<file path="config.mk">
export PLATFORM = sky130hd
export DESIGN_NAME = reg_file_scoreboard
export DESIGN_NICKNAME = d
export VERILOG_FILES = /design/src/rtl/reg_file_scoreboard.sv
export SDC_FILE = /design/constraint.sdc
export NUM_CORES = 1
export LEC_CHECK = 0
export BUFFER_PORTS_ARGS = -buffer_cell sky130_fd_sc_hd__buf_2
export CAP_MARGIN = 20
export CELL_PAD_IN_SITES_DETAIL_PLACEMENT = 1
export CELL_PAD_IN_SITES_GLOBAL_PLACEMENT = 1
export CORE_ASPECT_RATIO = 1.5
export CORE_UTILIZATION = 57
export DETAILED_ROUTE_END_ITERATION = 10
export PLACE_DENSITY = 0.85
export RECOVER_POWER = 50
export SETUP_SLACK_MARGIN = 0.02
export SYNTH_ARGS = -nofsm -noshare
export SYNTH_HDL_FRONTEND = slang
export SYNTH_SLANG_ARGS = --single-unit
</file>
<file path="constraint.sdc">
create_clock -name clk -period 8.59 [get_ports clk]
set_input_delay 0.4295 -clock clk [delete_from_list [all_inputs] [get_ports clk]]
set_output_delay 0.4295 -clock clk [all_outputs]
set_load 0.005 [all_outputs]
</file>
<file path="src/rtl/reg_file_scoreboard.sv">
// reg_file_scoreboard: 15-entry architectural register file (R0-R14, address 15
// unmapped) with a per-register count of outstanding writes that drives a
// combinational operand hazard for the ID stage.
// Optional feature macro: WB_BYPASS_EN forwards the WB-stage write to the read
// ports and releases the hazard of a retiring last write in the same cycle.
module reg_file_scoreboard #(
  parameter int unsigned WIDTH        = 32,
  parameter int unsigned MAX_INFLIGHT = 3
) (
  input  logic             clk,
  input  logic             rst,
  input  logic             WB_EN_In,
  input  logic [3:0]       Dest_In,
  input  logic [WIDTH-1:0] WB_Value,
  input  logic             Issue_EN,
  input  logic [3:0]       Issue_Dest,
  input  logic             Flush,
  input  logic [3:0]       Src1,
  input  logic [3:0]       Src2,
  input  logic             Src1_Valid,
  input  logic             Src2_Valid,
  output logic [WIDTH-1:0] Reg1,
  output logic [WIDTH-1:0] Reg2,
  output logic             Hazard,
  output logic             Overflow_Err,
  output logic             Underflow_Err
);

  localparam int unsigned NREGS   = 15;
  localparam logic [3:0]  NO_REG  = 4'd15;
  localparam logic [1:0]  MAX_CNT = 2'(MAX_INFLIGHT);

  logic [WIDTH-1:0] regs     [NREGS];
  logic [1:0]       cnt      [NREGS];
  logic [1:0]       cnt_next [NREGS];
  logic [NREGS-1:0] issue_hit;
  logic [NREGS-1:0] retire_hit;
  logic [15:0]      pend;
  logic             ovf_set;
  logic             unf_set;

  // Decode issue and retire targets; address 15 never matches a stored register
  always_comb begin
    issue_hit  = '0;
    retire_hit = '0;
    for (int unsigned r = 0; r < NREGS; r++) begin
      issue_hit[r]  = Issue_EN && (Issue_Dest == 4'(r));
      retire_hit[r] = WB_EN_In && (Dest_In == 4'(r));
    end
  end

  // Next outstanding-write counts and error events; a flush discards both
  always_comb begin
    ovf_set = 1'b0;
    unf_set = 1'b0;
    for (int unsigned r = 0; r < NREGS; r++) begin
      cnt_next[r] = cnt[r];
      case ({issue_hit[r], retire_hit[r]})
        2'b10: begin
          if (cnt[r] == MAX_CNT) ovf_set = 1'b1;
          else                   cnt_next[r] = cnt[r] + 2'd1;
        end
        2'b01: begin
          if (cnt[r] == 2'd0) unf_set = 1'b1;
          else                cnt_next[r] = cnt[r] - 2'd1;
        end
        default: ;
      endcase
    end
    if (Flush) begin
      for (int unsigned r = 0; r < NREGS; r++) cnt_next[r] = '0;
      ovf_set = 1'b0;
      unf_set = 1'b0;
    end
  end

  // Register file write, counter update and sticky error flags
  always_ff @(posedge clk) begin
    if (rst) begin
      for (int unsigned r = 0; r < NREGS; r++) begin
        regs[r] <= '0;
        cnt[r]  <= '0;
      end
      Overflow_Err  <= 1'b0;
      Underflow_Err <= 1'b0;
    end else begin
      if (WB_EN_In && (Dest_In != NO_REG)) regs[Dest_In] <= WB_Value;
      cnt <= cnt_next;
      if (ovf_set) Overflow_Err  <= 1'b1;
      if (unf_set) Underflow_Err <= 1'b1;
    end
  end

  // Combinational read ports, optionally forwarding the WB-stage write
  always_comb begin
    Reg1 = '0;
    Reg2 = '0;
    if (Src1 != NO_REG) Reg1 = regs[Src1];
    if (Src2 != NO_REG) Reg2 = regs[Src2];
`ifdef WB_BYPASS_EN
    if (WB_EN_In && (Dest_In == Src1) && (Src1 != NO_REG)) Reg1 = WB_Value;
    if (WB_EN_In && (Dest_In == Src2) && (Src2 != NO_REG)) Reg2 = WB_Value;
`endif
  end

  // Pending-write status per address; entry 15 stays clear
  always_comb begin
    pend = '0;
    for (int unsigned r = 0; r < NREGS; r++) begin
`ifdef WB_BYPASS_EN
      // cnt - retire != 0 reduces to cnt != retire
      pend[r] = (cnt[r] != {1'b0, retire_hit[r]});
`else
      pend[r] = (cnt[r] != 2'd0);
`endif
    end
  end

  // Stall request for any used source operand with an outstanding write
  always_comb begin
    Hazard = (Src1_Valid && pend[Src1]) || (Src2_Valid && pend[Src2]);
  end

endmodule

</file>
==> flow_metrics.env, run 1 <==
export IMPL_status="finished with violations"
export IMPL_violations="max-capacitance violations, max-slew violations"
export IMPL_min_path_cells=2
export IMPL_fin_crit_sh=0.5823
export IMPL_routed_wirelength_um=95660
export IMPL_syn_mean_instance_area_sq_um=15.14
export IMPL_synthMuxAreaShare=0.2467
export IMPL_clock_fmax_mhz=199.9
export IMPL_grt_ovfl_total=0
export IMPL_syn2layout_area_growth_pct=10.05
export IMPL_clock_sinks=544
export IMPL_tns_ps=0
export IMPL_die_height_um=280.4
export IMPL_core_sq_um=50800
export IMPL_synth_fa_ha_area_frac=0.002549
export IMPL_hpwl_um=51520
export IMPL_finalCriticalPeriod_ps=5002
export IMPL_yosys_area_share_xor_xnor=0
export IMPL_arrival_ps=5250
export IMPL_synth_compound_area_share=0.03331
export IMPL_cp_start_kind="input port"
export IMPL_clk_latency_ps=600
export IMPL_grt_max_degree=74
export IMPL_viasPerCell=7.109
export IMPL_reg2regPathDepth=5
export IMPL_slew_viol_final=530
export IMPL_antenna_found_initial=3
export IMPL_std_cell_rows=101
export IMPL_vias=19358
export IMPL_first_global_vias=20978
export IMPL_die_w_um=187.6
export IMPL_postCtsSetupBuffers=0
export IMPL_clockBufferDepth=3
export IMPL_fin_util=0.6379
export IMPL_critical_path_class="in2reg"
export IMPL_syn_inst=1945
export IMPL_synthArstFlopShare=0
export IMPL_cts_tree="built"
export IMPL_p_leak_nw=10.78
export IMPL_ir_drop_mv=0.1989
export IMPL_hold_violations=0
export IMPL_synth_main_ff_cell="edfxtp_1"
export IMPL_numCtsBuffers=52
export IMPL_h_tree_depth=2
export IMPL_hold_class="in2reg"
export IMPL_fin_nets=2068
export IMPL_antenna_left=0
export IMPL_ys_warn_count=0
export IMPL_synth_top_family_by_area="multiplexers"
export IMPL_cts_root_buf="clkbuf_16"
export IMPL_grt_usage=0.3723
export IMPL_route_detailed_drc=0
export IMPL_drv_cap=17
export IMPL_cp_required_ps=8840
export IMPL_maxSlewHeadroom=-1.400
export IMPL_p_per_area_nw_per_um2=198.8
export IMPL_cts_resized=0
export IMPL_start_util=0.5797
export IMPL_synth_cell_type_count=52
export IMPL_clk_pin_slew_ps=70
export IMPL_grt_pass1_wl_um=139900
export IMPL_gp_congestion=0.8431
export IMPL_drt_iter0_markers=2213
export IMPL_post_synth_and_or_nand_nor_area_fraction=0.1419
export IMPL_dieArea_sq_um=52590
export IMPL_ys_ff_latch=544
export IMPL_hold_buffers=0
export IMPL_numPortBuffers=121
export IMPL_firstDrtPassIters=5
export IMPL_drive_above_1_share=0.2686
export IMPL_tightest_slew_ps=3600
export IMPL_wl_per_cell_um=35.13
export IMPL_finalSetupViolCount=0
export IMPL_fin_skew_ps=5.107
export IMPL_synth_seq_area_share=0.5439
export IMPL_synth_edf_count=512
export IMPL_crit_fanout=33
export IMPL_io_pins=122
export IMPL_endpoint_kind="register"
export IMPL_rsz0062_at_grt="false"
export IMPL_synth_area_sq_um=29450
## kinds of logic after synthesis
logic type / Yosys count
muxes: 323
buffers and inverters: 213
DFF: 544
other: 1
AOI/OAI and AO/OA: 153
and+or+nand+nor: 705
adders and majority gates: 6
## Yosys cell counts (3+ instances only)
cell type,number,area [sq um]
edfxtp_1,512,15370
and2_1,481,3009
mux4_2,322,7252
clkbuf_1,140,525.5
nor2b_1,66,412.9
nand2_1,44,165.2
nor2_1,44,165.2
a21oi_1,43,215.2
o21ai_0,38,190.2
dfxtp_1,32,640.6
inv_1,25,93.84
buf_2,24,120.1
nand3_1,16,80.08
nor3_1,16,80.08
or2_2,15,93.84
buf_6,12,135.1
o21a_1,12,90.09
o211ai_1,11,82.58
a211o_1,10,87.58
buf_1,9,33.78
a211oi_1,7,52.55
ha_1,6,75.07
nand2b_1,6,37.54
o21bai_1,5,37.54
o22ai_1,5,31.28
a2111oi_0,4,35.03
buf_4,3,22.52
o32ai_1,3,26.28
## report_power, final
part           internal, W  switching (W)
Sequential         0.00306      0.0000955
Clock              0.00145        0.00106
Combinational     0.000371       0.000406
Total              0.00488        0.00156
## critical path, cell delays in order
cell	delay [ps]
clkbuf_1	470
nand2b_1	370
or3b_2	580
nor2_4	110
clkbuf_1	1940
or2_2	790
buf_4	490
## metrics by stage
stage	power, W	setup WS (ps)	area [sq um]	hold slack (ps)	cells
final	0.006442	3588	32410	87.15	2723
after global routing	0.006564	3708	32400	97.50	2721
after CTS	0.006446	4712	32570	75.62	2719
after detailed placement	0.003962	4720	30740	499.8	2621
after global placement	0.003911	4755	30680	480.2	2619
after floorplan	0.003659	5564	29560	467.8	1976
## layout by cell type, fill, tap and decap left out, types with 3 or more instances in the layout
| cell | n |
|---|---|
| edfxtp_1 | 512 |
| mux4_2 | 322 |
| and2_0 | 254 |
| and2_1 | 227 |
| buf_2 | 79 |
| nor2b_1 | 66 |
| clkbuf_1 | 62 |
| clkbuf_16 | 54 |
| nand2_1 | 44 |
| a21oi_1 | 43 |
| o21ai_0 | 38 |
| dfxtp_1 | 32 |
| nor2_1 | 32 |
| conb_1 | 32 |
| buf_4 | 28 |
| inv_1 | 25 |
| nand3_1 | 16 |
| nor3_1 | 16 |
| or2_2 | 13 |
| clkinv_2 | 13 |
| nor2_4 | 12 |
| o21a_1 | 12 |
| o211ai_1 | 11 |
| a211o_1 | 10 |
| bufinv_16 | 10 |
| a211oi_1 | 7 |
| nand2b_1 | 6 |
| ha_1 | 6 |
| clkinv_1 | 6 |
| o22ai_1 | 5 |
| a2111oi_0 | 4 |
| clkinvlp_4 | 4 |
| diode_2 | 3 |
| o21bai_4 | 3 |
| o32ai_1 | 3 |
## registers in the layout, summed over array words and instances (netlist names)
signal	flops
Overflow_Err	1
Underflow_Err	1
cnt	30
regs	512
## layout make-up
| class | count | area (sq um) |
|---|---|---|
| well taps | 669 | 837.1 |
| repair buffers | 165 | 877.1 |
| flip-flops and latches | 544 | 16020 |
| clock inverters | 35 | 442.9 |
| fillers | 4611 | 18400 |
| diodes | 3 | 7.507 |
| clock buffers | 63 | 1385 |
| multi-input cells | 1219 | 12750 |
| inverters | 25 | 93.84 |
## worst paths after layout
path / from / slack [ps] / end
min reg2reg: cnt[15] / 510 / cnt[14]
max: rst / 3590 / regs[9][26]
min: Flush / 90 / Overflow_Err
max reg2reg: cnt[29] / 6840 / Underflow_Err
## routing by layer
metal / wire length (um) / global-route usage / part of all wire / vias to the layer above
li1: - / - / - / 7569
met1: 31280 / 0.4347 / 0.33 / 9992
met3: 8847 / 0.06942 / 0.092 / 389
met2: 49940 / 0.6495 / 0.52 / 1406
met4: 5577 / 0.2058 / 0.058 / 2
met5: 13 / 0 / 0.00014 / -
No activity file was read; power rests on OpenSTA's default activity.
==> inputs of run 2 (changes only) <==
CORE_UTILIZATION = 53   (was 57)
PLACE_DENSITY = 0.79   (was 0.85)
clock period = 4.7 ns   (was 8.59 ns; I/O delays follow)
==> flow_metrics.env, run 2 (synthesized netlist as in run 1, its figures left out) <==
export IMPL_drt_iter0_markers=1840
export IMPL_numPortBuffers=121
export IMPL_route_detailed_drc=0
export IMPL_finalSetupViolCount=0
export IMPL_dp_slack_ps=1391
export IMPL_grt_max_degree=85
export IMPL_antennaDiodeCount=0
export IMPL_rsz0062_at_grt="false"
export IMPL_gp_congestion=0.8240
export IMPL_critical_path_class="in2reg"
export IMPL_fin_crit_sh=0.8248
export IMPL_fin_nets=2100
export IMPL_hold_violations=0
export IMPL_clock_fmax_mhz=258.0
export IMPL_p_per_area_nw_per_um2=351.4
export IMPL_clock_sinks=544
export IMPL_final_cell_mix="edfxtp_1, mux4_2, and2_1, and2_0, buf_2"
export IMPL_power_frac_seq=0.501
export IMPL_combPwrFrac=0.126
export IMPL_tns_ps=0
export IMPL_finalWorstSetupSlack_ps=823.6
export IMPL_die_height_um=290.7
export IMPL_p_int_w=0.008640
export IMPL_syn2layout_area_growth_pct=10.72
export IMPL_firstDrtPassIters=5
export IMPL_p_sw_frac=0.2459
export IMPL_drv_cap=19
export IMPL_power_w=0.01146
export IMPL_cts_resized=0
export IMPL_die_w_um=194.5
export IMPL_violations="max-capacitance violations, max-slew violations"
export IMPL_first_global_vias=20140
export IMPL_mostFrequentLayoutCell="edfxtp_1"
export IMPL_top_regs="regs: 512 flops, cnt: 30 flops"
export IMPL_clk_latency_ps=610
export IMPL_clockBufferDepth=3
export IMPL_fillers=5044
export IMPL_clkPwrFrac=0.373
export IMPL_wl_per_cell_um=32.88
export IMPL_arrival_ps=4170
export IMPL_ir_drop_mv=0.2599
export IMPL_layout_area_seq_sq_um=16020
export IMPL_std_cell_rows=105
export IMPL_h_tree_depth=2
export IMPL_tightest_slew_ps=3527
export IMPL_postCtsSetupBuffers=0
export IMPL_fin_util=0.5951
export IMPL_cp_required_ps=4990
export IMPL_hold_class="in2reg"
export IMPL_finalCriticalPeriod_ps=3876
export IMPL_p_leak_nw=10.91
export IMPL_clk_pin_slew_ps=60
export IMPL_endpoint_kind="register"
export IMPL_start_util=0.5375
export IMPL_p_switching_w=0.002818
export IMPL_numCtsBuffers=54
export IMPL_grt_usage=0.3303
export IMPL_cts_root_buf="clkbuf_16"
export IMPL_top_register="regs"
export IMPL_dieArea_sq_um=56530
export IMPL_crit_fanout=21
export IMPL_io_pins=122
export IMPL_grt_pass1_wl_um=134800
export IMPL_antenna_found_initial=4
export IMPL_status="finished with violations"
export IMPL_routed_wirelength_um=91330
export IMPL_antenna_left=0
export IMPL_core_sq_um=54780
export IMPL_hpwl_um=54160
export IMPL_largest_reg_flops=512
export IMPL_grt_ovfl_total=0
export IMPL_cts_tree="built"
export IMPL_hold_buffers=26
export IMPL_maxSlewHeadroom=-1.360
export IMPL_reg2reg_slack_ps=3050
export IMPL_vias=18921
export IMPL_fin_skew_ps=5.769
export IMPL_multi_input_area_sq_um=12680
export IMPL_drive_above_1_share=0.2616
export IMPL_viasPerCell=6.811
export IMPL_cp_start_kind="input port"
export IMPL_slew_viol_final=417
run 2: cell count changes in the layout (fill, tap and decap cells not counted), sizes merged:
cell / before / now
buf: 112 / 123
bufinv: 10 / 4
clkbuf: 116 / 109
clkinv: 21 / 28
diode: 3 / 0
dlygate4sd3: 0 / 26
inv: 25 / 26
run 2: critical path: stages:
cell,delay [ps]
clkbuf_1,180
or3b_1,610
o21bai_1,2550
buf_4,570
run 2: final timing paths:
kind | startpoint | cells after the start | to
worst max-delay path | Dest_In[3] | 4 | regs[3][23]
worst min-delay path | Issue_Dest[1] | 4 | cnt[22]
worst max register to register | cnt[29] | 5 | Underflow_Err
worst min register to register | cnt[1] | 2 | cnt[0]
run 2: area by class of cell:
cell class	count	area share
well taps	695	0.02667
inverters	25	0.002878
clock buffers	63	0.04314
flip-flops and latches	544	0.4912
multi-input cells	1219	0.3889
clock inverters	37	0.008865
repair buffers	195	0.03830
run 2: power by group through the flow:
stage               registers [W]  logic, W  clock network [W]
floorplan                 0.00575  0.000933                  0
global placement          0.00579   0.00139                  0
detailed placement        0.00583   0.00143                  0
CTS                       0.00574   0.00146            0.00430
global route              0.00577   0.00151            0.00446
finish                    0.00575   0.00144            0.00427
run 2: stage by stage:
step                instance area [sq um]  hold WS, ps  std cells
floorplan                           29560        333.9       1976
global placement                    30790        467.1       2649
detailed placement                  30810        482.3       2650
CTS                                 32760       0.2937       2776
global route                        32600        205.9       2778
finish                              32600        169.9       2778
run 2: routing by layer:
| layer | GRT usage | vias to the layer above | wire (um) |
|---|---|---|---|
| met5 | 0 | - | 8 |
| li1 | - | 7630 | - |
| met2 | 0.5840 | 1047 | 47790 |
| met4 | 0.1264 | 2 | 3605 |
| met3 | 0.04480 | 220 | 6986 |
| met1 | 0.4123 | 10022 | 32940 |
